## src/rtl/key_ctrl_pkg.sv

```systemverilog
// Shared types for the keystroke command scheduler.
// Key count, command width, FSM states and a priority helper.
package key_ctrl_pkg;

  localparam int NUM_KEYS = 12;
  localparam int CMD_W    = 4;

  typedef enum logic {
    IDLE,
    ISSUE
  } state_t;

  // Highest set index wins; zero when mask is empty.
  function automatic logic [CMD_W-1:0] top_idx(
    input logic [NUM_KEYS-1:0] m
  );
    logic [CMD_W-1:0] r;
    r = '0;
    for (int i = 0; i < NUM_KEYS; i++)
      if (m[i]) r = CMD_W'(i);
    return r;
  endfunction

endpackage

```

## src/rtl/key_debounce.sv

```systemverilog
// One key: 2-flop sync, debounce counter, stable level, press pulse.
// Ports: clk, rst, key_in (raw) -> level (debounced), press (1 cycle).
module key_debounce #(
  parameter int DEBOUNCE_CYCLES = 4
) (
  input  logic clk,
  input  logic rst,
  input  logic key_in,
  output logic level,
  output logic press
);

  localparam int CW = $clog2(DEBOUNCE_CYCLES + 1);

  logic [1:0]    sync;
  logic [CW-1:0] cnt;

  always_ff @(posedge clk) begin
    if (rst) begin
      sync  <= '0;
      cnt   <= '0;
      level <= 1'b0;
      press <= 1'b0;
    end else begin
      sync  <= {sync[0], key_in};
      press <= 1'b0;
      if (sync[1] != level) begin
        // Final count of a stable run flips the level.
        if (cnt == CW'(DEBOUNCE_CYCLES - 1)) begin
          cnt   <= '0;
          level <= sync[1];
          press <= sync[1];
        end else begin
          cnt <= cnt + CW'(1);
        end
      end else begin
        cnt <= '0;
      end
    end
  end

endmodule

```

## src/rtl/key_cmd_scheduler.sv

```systemverilog
// Debounced keys -> pending mask -> fixed-priority single-command issue.
// Ports: clk_raw, rst, keystroke, cmd_ready / cmd_valid, cmd_code, key_level, pending, drop_cnt.
module key_cmd_scheduler
  import key_ctrl_pkg::*;
#(
  parameter int DEBOUNCE_CYCLES = 4,
  parameter int DROP_W          = 8
) (
  input  logic                clk_raw,
  input  logic                rst,
  input  logic [NUM_KEYS-1:0] keystroke,
  input  logic                cmd_ready,
  output logic                cmd_valid,
  output logic [CMD_W-1:0]    cmd_code,
  output logic [NUM_KEYS-1:0] key_level,
  output logic [NUM_KEYS-1:0] pending,
  output logic [DROP_W-1:0]   drop_cnt
);

  localparam int DSW = DROP_W + 5;

  logic [NUM_KEYS-1:0] press;
  logic [NUM_KEYS-1:0] clr;
  logic [NUM_KEYS-1:0] drops;
  logic [NUM_KEYS-1:0] pend_d;
  logic [DSW-1:0]      dsum;
  logic [DROP_W-1:0]   drop_d;
  logic [CMD_W-1:0]    code_d;
  state_t              state, state_d;

  for (genvar k = 0; k < NUM_KEYS; k++) begin : g_key
    key_debounce #(
      .DEBOUNCE_CYCLES(DEBOUNCE_CYCLES)
    ) u_deb (
      .clk   (clk_raw),
      .rst   (rst),
      .key_in(keystroke[k]),
      .level (key_level[k]),
      .press (press[k])
    );
  end

  assign cmd_valid = (state == ISSUE);

  always_comb begin
    state_d = state;
    code_d  = cmd_code;
    clr     = '0;
    unique case (state)
      IDLE: begin
        if (|pending) begin
          state_d = ISSUE;
          code_d  = top_idx(pending);
        end
      end
      ISSUE: begin
        if (cmd_ready) begin
          state_d = IDLE;
          clr     = NUM_KEYS'(1) << cmd_code;
        end
      end
      default: state_d = IDLE;
    endcase
  end

  // A press on a bit being cleared this cycle re-arms it, not a drop.
  always_comb begin
    drops  = press & pending & ~clr;
    pend_d = (pending & ~clr) | press;
    dsum   = DSW'(drop_cnt) + DSW'($countones(drops));
    drop_d = (|dsum[DSW-1:DROP_W]) ? '1 : dsum[DROP_W-1:0];
  end

  always_ff @(posedge clk_raw) begin
    if (rst) begin
      state    <= IDLE;
      cmd_code <= '0;
      pending  <= '0;
      drop_cnt <= '0;
    end else begin
      state    <= state_d;
      cmd_code <= code_d;
      pending  <= pend_d;
      drop_cnt <= drop_d;
    end
  end

endmodule

```

## config.mk

```make
export PLATFORM = sky130hd
export DESIGN_NAME = key_cmd_scheduler
export DESIGN_NICKNAME = d
export VERILOG_FILES = /design/src/rtl/key_ctrl_pkg.sv /design/src/rtl/key_debounce.sv /design/src/rtl/key_cmd_scheduler.sv
export SDC_FILE = /design/constraint.sdc
export NUM_CORES = 1
export LEC_CHECK = 0
export ABC_AREA = 1
export BUFFER_PORTS_ARGS = -buffer_cell sky130_fd_sc_hd__clkbuf_2
export CORE_ASPECT_RATIO = 0.6
export CORE_MARGIN = 1
export CORE_UTILIZATION = 25
export DETAILED_ROUTE_END_ITERATION = 12
export SLEW_MARGIN = 40
export SYNTH_ARGS = -nofsm -noshare
export SYNTH_HDL_FRONTEND = slang
export SYNTH_SLANG_ARGS = --single-unit
```

## constraint.sdc

```tcl
create_clock -name clk_raw -period 7.2 [get_ports clk_raw]
set_clock_uncertainty 0.15 [all_clocks]
set_input_delay 0.72 -clock clk_raw [delete_from_list [all_inputs] [get_ports clk_raw]]
set_output_delay 0.72 -clock clk_raw [all_outputs]
set_load 0.05 [all_outputs]
```

==> out/metrics.yaml, run 1 <==
n_fill_cell: 1859
start_util_pct: 25.9
vdd_ir_drop_max_v: 0.000112
wl_um: 8760
fmax_mhz: 199
reg2reg_to: "drop_cnt[1]"
worstSetupPathType: "in -> reg"
grt_max_degree: 66
syn_area_sq_um: 4500
preCtsSetupSlack_ns: 1.83
drc: 0
mostFrequentLayoutCells: "dfxtp_1, inv_1, nor2_1, nand2_1, clkbuf_2"
routedWlPerCell_um: 10.6
crit_start: "cmd_ready"
cts_tree: "done"
drv_cap: 0
crit_path_end: "drop_cnt[1]"
final_area_sq_um: 5210
final-setup-viol-count: 0
rsz0062_at_grt: "false"
dp_hpwl_um: 6650
ctsHoldBuffers: 0
power_mw: 1.10
slew_viol_final: 0
portBuffers: 51
hold_violations: 0
place_area_sq_um: 4930
final_core_util_pct: 30.0
coreArea_sq_um: 17400
grt_antenna_before_repair: 0
synth-seq-area-share_pct: 48.5
multi_input_area_sq_um: 1810
drive_above_1_share_pct: 12.3
fin_setup_tns_ns: 0
die_h_um: 106
post_cts_resized: 0
reg2reg_depth: 19
fin_cells: 827
leakage_nw: 2.29
firstDrtPassIters: 4
fin_nets: 644
startpoint_type: "input port"
ys_warn_count: 0
ant_nets: 0
end_kind: "flip-flop"
die_w_um: 175
fin_crit_sh_pct: 69.7
grt_pass1_vias: 2931
clock-root-buffer: "clkbuf_16"
synth_cells: 544
cts_buffer_depth: 2
r2r_slack_ns: 2.22
period_minus_slack_ns: 5.02
viasPerCell: 3.91
dp_cells: 811
avgSynthCellArea_sq_um: 8.26
grt_util_all_layers_pct: 10.3
synth_cell_type_count: 30
clock_sinks: 109
grt_pass1_wl_um: 14600
status: "complete, no violations"
powerDensity_nw_per_um2: 211
worstPathRequired_ns: 7.30
synth_nets: 600
cts_buffers: 9
seq_area_sq_um: 2180
ys_ff_latch: 109
reg2reg_from: "cmd_valid"
slew_headroom_pct: 51.6
cp_max_fo: 5
drt_iter0_drc: 160
hold_path_class: "reg -> reg"
worst_slack_ns: 2.18
clk_latency_ns: 0.35
htree_levels: 3
post_cts_buffers: 0
mostFrequentLayoutCell: "dfxtp_1"
grt-ovfl-total: 0
gp_congestion: 0.841
hold_ws_ns: 0.252
fp-row-count: 37
clk_pin_slew_ns: 0.07
pin_count: 52
num_vias: 3234
area_growth_pct: 15.8
die_area_sq_um: 18500
worst_pin_slew_ns: 0.727
diodes: 0
worstPathArrival_ns: 5.11
==> cells in the mapped netlist <==
library cell	count	area share, %
dfxtp_1	109	49
inv_1	100	8.3
nor2_1	97	8.1
nand2_1	64	5.3
a21oi_1	42	4.7
ha_1	33	9.2
nand3_1	19	2.1
o21ai_0	17	1.9
buf_4	12	2.0
o211ai_1	11	1.8
fa_1	8	3.6
buf_1	5	0.42
o21ai_1	4	0.45
nand4_1	3	0.42
buf_2	2	0.22
nor3_1	2	0.22
or2_1	2	0.28
xnor2_1	2	0.39
a21oi_2	1	0.19
a31oi_1	1	0.14
and2_1	1	0.14
clkinv_1	1	0.083
clkinv_2	1	0.11
nand2_2	1	0.14
nand3_2	1	0.22
o211ai_2	1	0.28
o22ai_1	1	0.14
o31ai_1	1	0.17
o41ai_1	1	0.19
xor2_1	1	0.19
==> registers in the layout (all words and copies together) (netlist names) <==
| signal | cells |
|---|---|
| g_key.u_deb.level | 12 |
| g_key.u_deb.sync | 24 |
| pending | 12 |
| cmd_valid | 1 |
| drop_cnt | 8 |
| g_key.u_deb.press | 12 |
| g_key.u_deb.cnt | 36 |
| cmd_code | 4 |
==> power breakdown <==
group          internal (mW)  switching (mW)
registers              0.611         0.00436
logic                0.00874          0.0157
clock network          0.236           0.225
total                  0.855           0.245
==> worst min path at each step <==
stage | cells after the start | to | startpoint
after floorplan | 2 | g_key[0].u_deb.sync[1] | g_key[0].u_deb.sync[0]
after global placement | 2 | g_key[2].u_deb.sync[1] | g_key[2].u_deb.sync[0]
after detailed placement | 2 | g_key[7].u_deb.sync[1] | g_key[7].u_deb.sync[0]
after CTS | 2 | g_key[3].u_deb.sync[1] | g_key[3].u_deb.sync[0]
after global routing | 2 | g_key[2].u_deb.sync[1] | g_key[2].u_deb.sync[0]
final | 2 | g_key[6].u_deb.sync[1] | g_key[6].u_deb.sync[0]
==> cells by family after synthesis <==
| family | count (synthesis) | share of synthesized area (%) |
|---|---|---|
| AND/OR/NAND/NOR | 190 | 17.0 |
| buffers and inverters | 121 | 11.2 |
| flip-flops | 109 | 48.5 |
| AO/OA/AOI/OAI | 80 | 9.96 |
| adder cells (fa/ha/maj) | 41 | 12.7 |
| XOR/XNOR | 3 | 0.585 |
==> worst max-delay path, cell delays in order <==
cell and delay, ns:
clkbuf_2 0.09, inv_1 0.05, nor3_1 0.40, nand3_1 0.14, nand2_1 0.10, nor2_1 0.05, fa_1 0.48, inv_1 0.05
fa_1 0.45, fa_1 0.51, inv_1 0.05, fa_1 0.50, fa_1 0.49, fa_1 0.45, nand4_1 0.13, o211ai_2 0.11
nand3_2 0.11, inv_1 0.06, o21ai_1 0.12, inv_1 0.05
==> final cells by class <==
| class | instances | share of cell area, % |
|---|---|---|
| inverter | 102 | 7.38 |
| tap | 234 | 5.62 |
| multi-input combinational | 314 | 34.8 |
| clock buffer | 9 | 4.32 |
| sequential | 109 | 41.9 |
| clock inverter | 7 | 0.961 |
| timing repair buffer | 52 | 5.05 |
==> per-layer routing <==
| layer | track usage [%] | wire length (um) | vias to the layer above | share of wire (%) |
|---|---|---|---|---|
| met4 | 2.80 | 71 | 0 | 0.81 |
| met2 | 13.1 | 3090 | 70 | 35 |
| met3 | 4.62 | 664 | 5 | 7.6 |
| li1 | - | - | 1778 | - |
| met1 | 15.1 | 4930 | 1381 | 56 |
| met5 | 0 | 0 | - | 0 |
Note: power is estimated with default switching activity, not from simulation.
==> run 2, diff against run 1 <==
Clock period 7.2 ns to 4.6 ns, I/O delays scaled along.
==> run 2 against run 1 <==
The flow now finishes with violations (negative setup slack). Global-route usage up 0.39 points. Non-clock buffer count up 25. Clock power up 61%. Combinational power up 59%. Via count up 4.3%.
==> out/metrics.yaml, run 2 (synthesized netlist as in run 1, its figures left out) <==
status: "complete, but fails checks"  # was complete, no violations
violations: "negative setup slack"
slowest_delay_ns: 0.52  # was 0.51 ns
reg2reg_from: "cmd_valid"  # unchanged
drc: 0  # unchanged
start_util_pct: 25.9  # unchanged
startpoint_type: "flip-flop"  # was input port
reg.largest.list: "g_key.u_deb.cnt x36, g_key.u_deb.sync x24"  # unchanged
cts_tree: "done"  # unchanged
fin_nets: 669  # was 644
period_minus_slack_ns: 4.62
hold_path_startpoint: "keystroke[3]"  # was g_key[6].u_deb.sync[0]
min_to: "g_key[3].u_deb.sync[0]"  # was g_key[6].u_deb.sync[1]
largest_reg_flops: 36  # unchanged
hold_violations: 0  # unchanged
clk_pin_slew_ns: 0.07  # about the same
die_h_um: 106  # unchanged
reg2reg_depth: 19  # unchanged
r2r_slack_ns: -0.02  # was 2.22 ns
cts_buffer_depth: 2  # unchanged
worstPathRequired_ns: 4.69  # was 7.30 ns
grt_pass1_wl_um: 15400  # was 14600 um
dp_cells: 831  # was 811
clk_latency_ns: 0.34  # was 0.35 ns
worst_pin_slew_ns: 0.536  # was 0.727 ns
hold-path-cell-count: 3  # was 2
mostFrequentLayoutCells: "dfxtp_1, inv_1, nor2_1, nand2_1, clkbuf_2"  # unchanged
vdd_ir_drop_max_v: 0.000156  # was 0.000112 V
dp_hpwl_um: 7090  # was 6650 um
grt_util_all_layers_pct: 10.7  # was 10.3%
wl_um: 9140  # was 8760 um
critPathSlowestCell: "fa_1"  # unchanged
worst_slack_ns: -0.0181  # was 2.18 ns
power_mw: 1.74  # was 1.10 mW
fp-row-count: 37  # unchanged
grt_pass1_vias: 3115  # was 2931
fin_crit_sh_pct: 100
drive_above_1_share_pct: 18.0  # was 12.3%
powerDensity_nw_per_um2: 318  # was 211 nW/um^2
routedWlPerCell_um: 10.7  # was 10.6 um
slew_headroom_pct: 64.3  # was 51.6%
num_vias: 3374  # was 3234
m1WireLength_um: 4920  # was 4930 um
clock-root-buffer: "clkbuf_16"  # unchanged
dr_wl_met2_um: 3460  # was 3090 um
mostFrequentLayoutCell: "dfxtp_1"  # unchanged
drt_iter0_drc: 174  # was 160
grt_antenna_before_repair: 0  # unchanged
pin_count: 52  # unchanged
viasPerCell: 3.96  # was 3.91
largest-register: "g_key.u_deb.cnt"  # unchanged
htree_levels: 3  # unchanged
slew_viol_final: 0  # unchanged
coreArea_sq_um: 17400  # unchanged
cp_cell_sequence: "inv_1 > nor3_4 > nand3_1 > nand2_1 > nor2_1 > fa_1 > inv_1 > fa_1 > fa_1 > inv_1 > fa_1 > fa_2 > fa_2 > nand4_1 > o211ai_2 > nand3_2 > inv_2 > o21ai_1 > inv_1"  # was clkbuf_2 > inv_1 > nor3_1 > nand3_1 > nand2_1 > nor2_1 > fa_1 > inv_1 > fa_1 > fa_1 > inv_1 > fa_1 > fa_1 > fa_1 > nand4_1 > o211ai_2 > nand3_2 > inv_1 > o21ai_1 > inv_1
die_area_sq_um: 18500  # unchanged
n_fill_cell: 1827  # was 1859
cp_max_fo: 5  # unchanged
rsz0062_at_grt: "true"  # was false
place_area_sq_um: 5120  # was 4930 sq um
top_layer: "met4"  # unchanged
final-setup-viol-count: 2  # was 0
grt-ovfl-total: 0  # unchanged
wl_met3_um: 642  # was 664 um
gp_congestion: 0.876  # was 0.841
cts_buffers: 9  # unchanged
crit_start: "cmd_valid"  # was cmd_ready
diodes: 0  # unchanged
ant_nets: 0  # unchanged
fin_cells: 852  # was 827
worstPathArrival_ns: 4.71  # was 5.11 ns
clock_sinks: 109  # unchanged
portBuffers: 51  # unchanged
hold_ws_ns: 0.147  # was 0.252 ns
drv_cap: 0  # unchanged
worstSetupPathType: "reg -> reg"  # was in -> reg
leakage_nw: 2.43  # was 2.29 nW
reg2reg_to: "drop_cnt[1]"  # unchanged
die_w_um: 175  # unchanged
end_kind: "flip-flop"  # unchanged
final_area_sq_um: 5480  # was 5210 sq um
area_growth_pct: 21.9  # was 15.8%
fmax_mhz: 217
grt_max_degree: 49  # was 66
hold_path_class: "in -> reg"  # was reg -> reg
firstDrtPassIters: 4  # unchanged
fin_setup_tns_ns: -0.0260  # was 0 ns
run 2: changes by cell type in the layout (fill, tap and decap cells not counted), sizes merged:
| cell | previous run | this run |
|---|---|---|
| buf | 1 | 26 |
| clkbuf | 60 | 63 |
| clkinvlp | 3 | 1 |
| inv | 102 | 101 |
run 2: worst max-delay path by stage:
| stage | endpoint | slack, ns |
|---|---|---|
| after global placement | drop_cnt[0] | -0.23 |
| after floorplan | drop_cnt[1] | 0.02 |
| after global routing | drop_cnt[1] | -0.27 |
| after detailed placement | drop_cnt[1] | -0.33 |
| final | drop_cnt[1] | -0.02 |
| after CTS | drop_cnt[1] | -0.03 |
run 2: layout make-up:
| class | instances | area (sq um) | area share [%] |
|---|---|---|---|
| Inverter | 102 | 387 | 7.05 |
| Timing Repair Buffer | 77 | 450 | 8.22 |
| Multi-Input combinational cell | 314 | 1870 | 34.0 |
| Sequential cell | 109 | 2200 | 40.1 |
| Clock buffer | 12 | 258 | 4.70 |
| Tap cell | 234 | 293 | 5.34 |
| Clock inverter | 4 | 30.0 | 0.548 |
run 2: metal layers:
| layer | global-route usage [%] | vias to the layer above |
|---|---|---|
| met1 | 15.3 | 1465 |
| met4 | 2.67 | 0 |
| li1 | - | 1830 |
| met2 | 14.9 | 67 |
| met3 | 4.04 | 12 |
| met5 | 0 | - |
run 2: critical path, delay by kind of cell, from the launching register on:
family | cells | cell delay [ns]
adders and majority gates | 6 | 2.75
and+or+nand+nor | 6 | 0.73
DFF | 1 | 0.38
buffers and inverters | 5 | 0.30
AOI/OAI and AO/OA | 2 | 0.22
run 2: where the power goes:
part           switching, mW  internal (mW)
clock                  0.341          0.403
sequential           0.00672          0.954
combinational         0.0247         0.0142
total                  0.372           1.37
run 2: stage by stage:
| step | worst slack [ns] | utilization [%] |
|---|---|---|
| after floorplan | 0.0215 | - |
| after global placement | -0.231 | 29.5 |
| after detailed placement | -0.334 | 29.5 |
| after CTS | -0.0266 | 31.5 |
| after global routing | -0.265 | 31.6 |
| final | -0.0181 | 31.6 |
run 2: repair_timing:
| action | CTS | global route |
|---|---|---|
| endpoints found under the setup margin | 8 | 8 |
| buffers inserted | 3 | 2 |
| hold buffers | 0 | 0 |
| resized for setup | 10 | 0 |
| pin swaps | 9 | 1 |
